<file path="config.mk">
export PLATFORM = sky130hd
export DESIGN_NAME = qracc_mac_seq
export DESIGN_NICKNAME = d
export VERILOG_FILES = /design/src/rtl/qracc_pkg.sv /design/src/rtl/qracc_drv_decode.sv /design/src/rtl/qracc_mac_seq.sv
export SDC_FILE = /design/constraint.sdc
export NUM_CORES = 1
export LEC_CHECK = 0
export CELL_PAD_IN_SITES_DETAIL_PLACEMENT = 1
export CELL_PAD_IN_SITES_GLOBAL_PLACEMENT = 1
export CORE_AREA = 8 8 393 395
export CTS_BUF_LIST = sky130_fd_sc_hd__clkbuf_2 sky130_fd_sc_hd__clkbuf_4 sky130_fd_sc_hd__clkbuf_8
export CTS_CLUSTER_SIZE = 28
export DETAILED_ROUTE_END_ITERATION = 8
export DIE_AREA = 0 0 401 403
export PLACE_DENSITY_LB_ADDON = 0.1
export SLEW_MARGIN = 25
export SYNTH_ARGS = -nofsm -noshare
export SYNTH_HDL_FRONTEND = slang
export SYNTH_SLANG_ARGS = --single-unit
</file>
<file path="constraint.sdc">
create_clock -name CLK -period 8.55 [get_ports CLK]
set_clock_uncertainty 0.1 [all_clocks]
set_input_delay 1.71 -clock CLK [delete_from_list [all_inputs] [get_ports CLK]]
set_output_delay 1.71 -clock CLK [all_outputs]
set_load 0.02 [all_outputs]
</file>
<file path="src/rtl/qracc_pkg.sv">
// Shared definitions for the QR accelerator sequencer and its macro model:
// array geometry defaults and the sequencer state encoding.
package qracc_pkg;

   localparam int NUM_ROWS     = 128;
   localparam int NUM_COLS     = 8;
   localparam int NUM_ADC_BITS = 4;

   localparam logic [2:0] ST_IDLE  = 3'd0;
   localparam logic [2:0] ST_PRE   = 3'd1;
   localparam logic [2:0] ST_DRIVE = 3'd2;
   localparam logic [2:0] ST_CONV  = 3'd3;
   localparam logic [2:0] ST_OUT   = 3'd4;

   typedef enum logic [2:0] {
      IDLE  = ST_IDLE,
      PRE   = ST_PRE,
      DRIVE = ST_DRIVE,
      CONV  = ST_CONV,
      OUT   = ST_OUT
   } qracc_state_e;

endpackage

</file>
<file path="src/rtl/qracc_drv_decode.sv">
// Combinational decode of sequencer state and activation vector into the
// macro's row switch selects and ADC phase controls, with their complements.
module qracc_drv_decode
   import qracc_pkg::*;
#(
   parameter int numRows = NUM_ROWS,
   parameter int numCols = NUM_COLS
)(
   input  qracc_state_e       state,
   input  logic [numRows-1:0] act,
   output logic [numRows-1:0] vdr_sel,
   output logic [numRows-1:0] vss_sel,
   output logic [numRows-1:0] vrst_sel,
   output logic [numRows-1:0] vdr_selb,
   output logic [numRows-1:0] vss_selb,
   output logic [numRows-1:0] vrst_selb,
   output logic [numCols-1:0] nf,
   output logic [numCols-1:0] m2a,
   output logic [numCols-1:0] r2a,
   output logic [numCols-1:0] nfb,
   output logic [numCols-1:0] m2ab,
   output logic [numCols-1:0] r2ab
);

   always_comb begin
      // Safe pattern: every row tied to VSS, ADC idle.
      vdr_sel  = '0;
      vss_sel  = '1;
      vrst_sel = '0;
      nf       = '0;
      m2a      = '0;
      r2a      = '0;
      case (state)
         PRE: begin
            vss_sel  = '0;
            vrst_sel = '1;
            r2a      = '1;
         end
         DRIVE: begin
            vdr_sel = act;
            vss_sel = ~act;
            m2a     = '1;
         end
         CONV: begin
            vdr_sel = act;
            vss_sel = ~act;
            m2a     = '1;
            nf      = '1;
         end
         default: begin
         end
      endcase
   end

   assign vdr_selb  = ~vdr_sel;
   assign vss_selb  = ~vss_sel;
   assign vrst_selb = ~vrst_sel;
   assign nfb       = ~nf;
   assign m2ab      = ~m2a;
   assign r2ab      = ~r2a;

endmodule

</file>
<file path="src/rtl/qracc_mac_seq.sv">
// Compute sequencer for the QR accelerator macro: accepts an activation vector,
// runs reset / drive-settle / convert phases, and returns the captured ADC word.
module qracc_mac_seq
   import qracc_pkg::*;
#(
   parameter int numRows      = NUM_ROWS,
   parameter int numCols      = NUM_COLS,
   parameter int numAdcBits   = NUM_ADC_BITS,
   parameter int settleCycles = 2
)(
   input  logic                          CLK,
   input  logic                          nRST,
   input  logic                          in_valid,
   output logic                          in_ready,
   input  logic [numRows-1:0]            in_act,
   output logic                          out_valid,
   input  logic                          out_ready,
   output logic [numAdcBits*numCols-1:0] out_data,
   output logic                          busy,
   input  logic [numAdcBits*numCols-1:0] ADC_OUT,
   output logic [numRows-1:0]            VDR_SEL,
   output logic [numRows-1:0]            VSS_SEL,
   output logic [numRows-1:0]            VRST_SEL,
   output logic [numRows-1:0]            VDR_SELB,
   output logic [numRows-1:0]            VSS_SELB,
   output logic [numRows-1:0]            VRST_SELB,
   output logic [numCols-1:0]            NF,
   output logic [numCols-1:0]            M2A,
   output logic [numCols-1:0]            R2A,
   output logic [numCols-1:0]            NFB,
   output logic [numCols-1:0]            M2AB,
   output logic [numCols-1:0]            R2AB
);

   localparam logic [3:0] SETTLE_LAST = 4'(settleCycles - 1);

   qracc_state_e                   state_reg, state_next;
   logic [3:0]                     cnt_reg, cnt_next;
   logic [numRows-1:0]             act_reg, act_next;
   logic [numAdcBits*numCols-1:0]  data_reg;

   qracc_state_e                   dec_state;
   logic [numRows-1:0]             dec_act;
   logic [numRows-1:0]             vdr_next, vss_next, vrst_next;
   logic [numRows-1:0]             vdrb_next, vssb_next, vrstb_next;
   logic [numCols-1:0]             nf_next, m2a_next, r2a_next;
   logic [numCols-1:0]             nfb_next, m2ab_next, r2ab_next;

   always_comb begin
      state_next = state_reg;
      cnt_next   = cnt_reg;
      act_next   = act_reg;
      case (state_reg)
         IDLE: begin
            if (in_valid) begin
               act_next   = in_act;
               state_next = PRE;
            end
         end
         PRE: begin
            cnt_next   = '0;
            state_next = DRIVE;
         end
         DRIVE: begin
            cnt_next = cnt_reg + 4'd1;
            if (cnt_reg == SETTLE_LAST) state_next = CONV;
         end
         CONV:    state_next = OUT;
         OUT:     if (out_ready) state_next = IDLE;
         default: state_next = IDLE;
      endcase
   end

   always_ff @(posedge CLK) begin
      if (!nRST) begin
         state_reg <= IDLE;
         cnt_reg   <= '0;
         act_reg   <= '0;
         data_reg  <= '0;
      end else begin
         state_reg <= state_next;
         cnt_reg   <= cnt_next;
         act_reg   <= act_next;
         if (state_reg == CONV) data_reg <= ADC_OUT;
      end
   end

   // Reset steers the decoder to IDLE so the drive registers load the safe
   // pattern (with consistent complements) on every reset edge.
   assign dec_state = nRST ? state_next : IDLE;
   assign dec_act   = nRST ? act_next : '0;

   qracc_drv_decode #(
      .numRows (numRows),
      .numCols (numCols)
   ) u_decode (
      .state     (dec_state),
      .act       (dec_act),
      .vdr_sel   (vdr_next),
      .vss_sel   (vss_next),
      .vrst_sel  (vrst_next),
      .vdr_selb  (vdrb_next),
      .vss_selb  (vssb_next),
      .vrst_selb (vrstb_next),
      .nf        (nf_next),
      .m2a       (m2a_next),
      .r2a       (r2a_next),
      .nfb       (nfb_next),
      .m2ab      (m2ab_next),
      .r2ab      (r2ab_next)
   );

   always_ff @(posedge CLK) begin
      VDR_SEL   <= vdr_next;
      VSS_SEL   <= vss_next;
      VRST_SEL  <= vrst_next;
      VDR_SELB  <= vdrb_next;
      VSS_SELB  <= vssb_next;
      VRST_SELB <= vrstb_next;
      NF        <= nf_next;
      M2A       <= m2a_next;
      R2A       <= r2a_next;
      NFB       <= nfb_next;
      M2AB      <= m2ab_next;
      R2AB      <= r2ab_next;
   end

   assign in_ready  = (state_reg == IDLE);
   assign out_valid = (state_reg == OUT);
   assign busy      = (state_reg != IDLE);
   assign out_data  = data_reg;

endmodule
</file>
# Yosys cells after proc, flatten, opt, wreduce, memory -nomap -nowiden
# Cells that the tools add are included.
# word_totals
wordCells	51
out_inout_bits	851
register_bits	983
# classes
bitwise	7
addsub	1
eq_ne	8
reduce_logical	4
muxes	15
# op_table
operator	count
128-bit 2-to-1 mux	5
128-bit inverter	4
128-bit one-hot mux with 2 select lines	1
8-bit 2-to-1 mux	3
8-bit inverter	3
3-bit one-hot mux with 5 select lines	1
3-bit by 2-bit equality test with 1-bit output (second input constant)	4
3-bit 2-to-1 mux	4
4-bit one-hot mux with 2 select lines	1
3-bit by 1-bit equality test with 1-bit output (second input constant)	2
4-bit by 1-bit adder with 4-bit output (second input constant)	1
4-bit by 1-bit equality test with 1-bit output (second input constant)	1
3-bit equality test (second input constant)	1
3-bit logical NOT	1
3-bit nonzero test	1
2-bit nonzero test	1
2-bit OR reduction	1

# Logic depth before layout (Yosys ltp)
# Gate-level depths: netlist (run 1).
# depth
depth_word	8
ltp_mapped	8

# Hierarchy
# Synthesis (run 1) repeated with hierarchy kept, for this count alone.
# unflattened
hier_cells	2609
hier_area_um2	28469.8
# modules_own_cells
mod	seq_area_each_um2	n_inst	area_each_um2	cells_each
qracc_mac_seq	19678.9	1	22318.9	1564
qracc_drv_decode	0.0	1	6150.9	1045

# Worst setup path after synthesis (run 1)
# No wires, ideal clock.
# synth_path
kind	reg2out
startpoint	register R2AB[6] (netlist name)
endpoint	output R2AB[1]
arrival_ns	3.028
setup_slack_ns	3.712
path_stages_with_launch	2
n_path_buf	1
cell_sequence	dfxtp_1 > buf_4
# synth_rtl
item	line	text
end: declaration	qracc_mac_seq.sv:32	output logic [numCols-1:0] R2AB

# Worst setup path after layout (run 1)
# layout_path
startpoint	register state_reg[1]
endpoint	output busy
# layout_between
elab_chain_cells	1
# layout_lines
item	line	text
start: declaration	qracc_mac_seq.sv:37	qracc_state_e state_reg, state_next;
start signal: assignment	qracc_mac_seq.sv:81	state_reg <= state_next;
3-bit nonzero test	qracc_mac_seq.sv:130	assign busy = (state_reg != IDLE);
end: declaration	qracc_mac_seq.sv:19	output logic busy,
# No other way between the ends.

==> results of run 1 <==
[routing by layer]
layer | up-vias | track usage (%)
met3 | 178 | 6.71
li1 | 7537 | -
met2 | 650 | 20.7
met5 | - | 0
met1 | 7551 | 12.4
met4 | 20 | 3.56
[critical path, stage by stage (launching register included)]
cell	delay (ns)
dfxtp_1	0.61
inv_1	0.24
nand2_1	0.24
clkdlybuf4s50_1	0.67
[area by class of cell]
class,count,area share (%)
clock buffers,207,7.44
inverters,198,2.18
well taps,1944,7.00
clock inverters,26,0.738
diodes,13,0.0936
repair buffers,1027,29.7
multi-input cells,781,13.4
flip-flops and latches,685,39.5
[how the worst max path moves through the flow]
stage / to / from / cells past startpoint
finish: busy / state_reg[1] / 3
global route: VRST_SELB[13] / R2AB[6] / 2
CTS: VRST_SELB[106] / R2AB[6] / 1
detailed placement: VSS_SELB[40] / in_valid / 5
global placement: VSS_SELB[40] / nRST / 6
floorplan: R2AB[1] / R2AB[6] / 1
[placed cells by master, fill, tap and decap left out, types with 2 or more instances in the layout]
| master | n |
|---|---|
| clkdlybuf4s50_1 | 1013 |
| dfxtp_1 | 683 |
| nand2_1 | 317 |
| clkbuf_8 | 165 |
| inv_1 | 139 |
| a21boi_0 | 88 |
| nor2_1 | 72 |
| mux2i_1 | 69 |
| nor2b_1 | 69 |
| a21oi_1 | 66 |
| inv_2 | 57 |
| nand2b_4 | 54 |
| clkbuf_4 | 42 |
| nand2b_1 | 15 |
| clkinv_2 | 15 |
| diode_2 | 13 |
| buf_4 | 9 |
| o21ai_0 | 5 |
| and2_1 | 5 |
| inv_6 | 5 |
| a21boi_1 | 4 |
| bufinv_16 | 4 |
| nor3_1 | 3 |
| clkinvlp_4 | 3 |
| buf_16 | 3 |
| dfxtp_4 | 2 |
| o22ai_1 | 2 |
| ha_1 | 2 |
[cell usage after synthesis]
| master | count |
|---|---|
| o21ai_0 | 5 |
| nand2b_1 | 15 |
| buf_6 | 13 |
| nand2_2 | 1 |
| inv_1 | 139 |
| buf_4 | 307 |
| mux2i_1 | 69 |
| clkbuf_1 | 41 |
| nand2_1 | 317 |
| a21boi_0 | 88 |
| a21boi_1 | 4 |
| xor2_2 | 1 |
| nor3_1 | 3 |
| inv_4 | 1 |
| or2_2 | 1 |
| and2_1 | 5 |
| nand3b_1 | 1 |
| and3_1 | 1 |
| nor2b_1 | 69 |
| nand2b_4 | 54 |
| a21oi_1 | 66 |
| inv_2 | 58 |
| nor2_1 | 73 |
| buf_1 | 2 |
| ha_1 | 2 |
| o22ai_1 | 2 |
| nand4_1 | 1 |
| nor4b_4 | 1 |
| buf_2 | 25 |
| dfxtp_1 | 685 |
| nand3_1 | 1 |
| nor4bb_1 | 1 |
[kinds of logic after synthesis]
logic type / Yosys count / share of synthesized area [%]
AOI/OAI and AO/OA: 165 / 4.85
and+or+nand+nor: 544 / 13.1
adders and majority gates: 2 / 0.115
muxes: 69 / 3.16
xor gates and xnor gates: 1 / 0.0745
DFF: 685 / 62.8
buffers and inverters: 586 / 16.0
[per-stage QoR]
step,setup slack [ns],hold WS [ns],utilization (%),area [sq um],total power [mW]
5_1_grt,3.93,0.343,23.4,34700,9.05
4_1_cts,3.75,0.325,23.3,34600,8.83
6_report,4.18,0.317,23.4,34800,8.58
2_1_floorplan,3.71,0.291,-,21800,4.46
3_5_place_dp,3.52,0.311,21.4,31800,5.20
3_3_place_gp,3.56,0.299,21.4,31800,5.20
[where the power goes]
part           total (mW)  internal [mW]  switching [mW]
Sequential           3.53           3.43           0.107
Combinational        1.55          0.679           0.874
Clock                3.49           2.04            1.45
==> results.md, run 1 <==
- Status: completed
- Slew headroom: 36.3%
- Yosys warns: 0
- Hold-critical path endpoint: VDR_SELB[126]
- Worst VDD drop: 0.114 mV
- Largest net degree at the start of global routing: 137
- Final setup TNS: 0 ns
- Reg2reg start: state_reg[0]
- R2R Setup Slk: 5.10 ns
- Register cell area after layout: 13700 sq um
- GRT Util Overall: 12.0%
- Synth top area share: 62.8%
- Final net count: 2994
- Reg clk slew, reported paths: 0.05 ns
- Skew-Pair Late Insertion Delay: 0.78 ns
- Static leakage: 14.9 nW
- CTS tree: built
- Root buffer cell: clkbuf_8
- Slew Viols, Final: 0
- Maxcap violations: 0
- Antenna violations before repair: 36
- CTS Buffer Depth: 3
- Setup CP Type: reg2out
- Setup violators final: 0
- Unique masters post-synth: 32
- Post-synthesis cell count: 2052
- Crit path max fanout: 10
- ANT nets after route: 0
- Die span in y: 403 um
- First-pass GRT wire length: 139000 um
- CTS buffer count: 135
- Gpl congestion: 0.732
- Syn_area_per_cell: 10.6 sq um
- PwrDens: 247 nW/um^2
- CTS Sinks: 685
- Overflow after GRT: 0
- Core Region: 149000 sq um
- Least-Margin Pin Slew: 0.956 ns
- Non-filler instance count after layout: 4881
- Metal2 WL: 49500 um
- Area delta synth->final: 59.2%
- DRT Pass-1 Iters: 4
- Site Rows: 142
- Synthesized area: 21800 sq um
- Synth area leader: dfxtp_1
- Cell count after placement: 4632
- R2r worst-path depth: 5
- Syn nets: 2218
- Period utilization: 51.1%
- Seq/Total Area, Yosys: 62.8%
- Metal3 WL: 10800 um
- CP required: 6.74 ns
- Worst setup SP type: flip-flop
- Full die area: 162000 sq um
- Post-CTS Setup Inserts: 0
- Area of the multi-input gates: 4650 sq um
- Synth area leaders: dfxtp_1, buf_4, nand2_1
- Worst EP arrival: 2.56 ns
- Iteration-0 DRC Markers: 445
- Hold-fix buffers, CTS: 0
- DIE WIDTH: 401 um
- Post-CTS sizing: 0
- Layout cells sized above 1: 12.6%
- Residual DRC count: 0
- Hold Vio Cnt, Final: 0
- Max Clk Rate: 229 MHz
- Post-DP HPWL: 76400 um
- Final wirelength: 101000 um
- Num ports: 1015
- Uppermost routed layer: met5
- Cell depth of the worst min-delay path: 1
- Drt wl/cell: 20.7 um
- RSZ-0062 raised after global routing: no
- # fillers: 16800
- Crit path time final: 4.37 ns
- CTS H-tree depth: 4
- Hold path startpoint: act_reg[126]
- Initial Utilization: 14.7%
- Via-to-Cell Ratio: 3.26
- CP endpoint kind: output pin
- RR Endpoint: VSS_SELB[40]
- Total vias in the final route: 15900
- Vias in the first global route: 17300
- Post-Route M1 WL: 38000 um
- Port buffer count: 1014
- Min-Delay Path Class: reg2reg
- Synthesized flop and latch total: 685
(Power assumes the default switching activity.)
==> inputs of run 2 (changes only) <==
- CORE_AREA: 8 8 393 395 -> 8 8 385 387
- DIE_AREA: 0 0 401 403 -> 0 0 393 395
- clock period: 8.55 -> 3.5 ns (I/O delays scaled with it)
==> run 2 against run 1 <==
Effect of this change: largest cell class unchanged; critical path depth is the same; non-clock buffer count grew 15; design area grew 0.86%; largest power group is now clock; wire length grew 3.5%; cell count shrank 0.25%; clock power grew to 2.5 times the previous value; highest routed layer unchanged; first-iteration DRC count shrank 11%; register-to-register slack lost 4.0 ns.
==> results.md, run 2 (synthesized netlist as in run 1, its figures left out) <==
- Worst setup SP type: flip-flop
- Antenna violations before repair: 19
- Clock power share: 41.1%
- Largest net degree at the start of global routing: 168
- Hold-fix buffers, CTS: 0
- Slowest CP cell: dfxtp_1
- Area delta synth->final: 60.5%
- Via-to-Cell Ratio: 3.29
- Full die area: 155000 sq um
- Gpl congestion: 0.750
- Overflow after GRT: 0
- Worst VDD drop: 0.244 mV
- Setup violators final: 0
- Psw: 6.09 mW
- Static leakage: 15.0 nW
- Initial Utilization: 15.3%
- R2R Setup Slk: 1.07 ns
- Slew headroom: 42.4%
- Residual DRC count: 0
- Crit. Startpoint: state_reg[2]
- Least-Margin Pin Slew: 0.864 ns
- Commonest non-fill, non-tap cells in the layout: clkdlybuf4s50_1, dfxtp_1, nand2_1
- Sw Share: 28.7%
- Critical path, cell by cell: nor2_1 > nand2_1 > clkdlybuf4s50_1
- CTS tree: built
- DRT Pass-1 Iters: 4
- Site Rows: 139
- Root buffer cell: clkbuf_8
- CTS Buffer Depth: 3
- Total vias in the final route: 16000
- Area of the multi-input gates: 4650 sq um
- ANT nets after route: 0
- Reg2reg start: state_reg[2]
- Cell depth of the worst min-delay path: 3
- Core Region: 142000 sq um
- Skew-Pair Late Insertion Delay: 0.81 ns
- WHS: 0.280 ns
- Hold-critical path endpoint: M2AB[6]
- CTS H-tree depth: 4
- Logic gate share of total power: 18.2%
- Num ports: 1015
- Maxcap violations: 0
- Status: completed
- RR Endpoint: VSS_SELB[100]
- Hold Vio Cnt, Final: 0
- Min-Delay Path Class: in2reg
- Most common cell after layout, fill and taps aside: clkdlybuf4s50_1
- Non-filler instance count after layout: 4869
- Final setup TNS: 0 ns
- Crit path max fanout: 15
- CP required: 2.70 ns
- Post-DP HPWL: 80900 um
- Vias in the first global route: 17300
- Setup CP Type: reg2out
- Hold path startpoint: nRST
- Part of the power in registers: 40.6%
- Die span in y: 395 um
- CP endpoint kind: output pin
- Pint: 15.1 mW
- RSZ-0062 raised after global routing: no
- Slew Viols, Final: 0
- Period utilization: 92.4%
- GRT Util Overall: 12.8%
- # fillers: 16100
- PwrDens: 606 nW/um^2
- Cell count after placement: 4608
- Final net count: 3012
- R2r worst-path depth: 6
- Final wirelength: 104000 um
- Port buffer count: 1014
- Max Clk Rate: 309 MHz
- Worst EP arrival: 2.43 ns
- Layout cells sized above 1: 13.5%
- CTS Sinks: 685
- Register cell area after layout: 13700 sq um
- Iteration-0 DRC Markers: 397
- CP peak stage delay: 0.69 ns
- Reg clk slew, reported paths: 0.06 ns
- Drt wl/cell: 21.5 um
- Crit path time final: 3.23 ns
- First-pass GRT wire length: 141000 um
- CTS buffer count: 138
- DIE WIDTH: 393 um
-- run 2: changes by cell type in the layout (fill, tap and decap cells not counted), sizes merged --
cell / before / now
clkbuf: 207 / 221
clkinvlp: 3 / 4
buf: 14 / 29
inv: 201 / 203
bufinv: 4 / 1
-- run 2: power by group through the flow --
stage	Sequential (mW)	Combinational (mW)	Clock (mW)
after floorplan	9.30	1.56	0
after global placement	8.81	3.96	0
after detailed placement	8.81	3.97	0
after CTS	8.65	3.99	9.20
after global routing	8.69	4.12	9.57
final	8.63	3.87	8.74
-- run 2: worst max-delay path by stage --
stage,endpoint,slack (ns),depth (start not counted)
after floorplan,R2AB[1],0.85,1
after global placement,VSS_SEL[6],0.57,7
after detailed placement,VSS_SEL[39],0.51,8
after CTS,out_valid,0.1,4
after global routing,out_valid,0.04,4
final,busy,0.27,3
-- run 2: layout make-up --
type                       instances  share of cell area [%]
tap                             1903                    6.79
timing repair buffer            1042                    30.1
sequential                       685                    39.1
multi-input combinational        781                    13.3
clock buffer                     221                    7.86
antenna                           13                  0.0928
inverter                         198                    2.16
clock inverter                    26                   0.607
-- run 2: what timing repair did --
item                                    in CTS  in global routing
buffers inserted                             1                  0
gates resized for setup                      1                  0
endpoints found under the setup margin      26                  0
-- run 2: per-stage QoR --
| step | area (sq um) | utilization [%] | total power, mW | setup WS [ns] |
|---|---|---|---|---|
| after floorplan | 21800 | - | 10.9 | 0.852 |
| after global placement | 32000 | 22.5 | 12.8 | 0.568 |
| after detailed placement | 32000 | 22.5 | 12.8 | 0.514 |
| after CTS | 35000 | 24.6 | 21.8 | 0.0991 |
| after global routing | 35000 | 24.6 | 22.4 | 0.0409 |
| final | 35100 | 24.6 | 21.2 | 0.267 |
-- run 2: metal layers --
layer / track usage [%] / wire [um] / vias up
met2: 22.3 / 51300 / 604
met4: 3.34 / 1960 / 4
li1: - / - / 7576
met3: 6.53 / 11000 / 127
met5: 0 / 27 / -
met1: 13.7 / 40300 / 7718
-- run 2: critical path, delay by kind of cell (launching register included) --
family	cells	cell delay [ns]
buffers and inverters	1	0.67
DFF	1	0.69
and+or+nand+nor	2	0.29
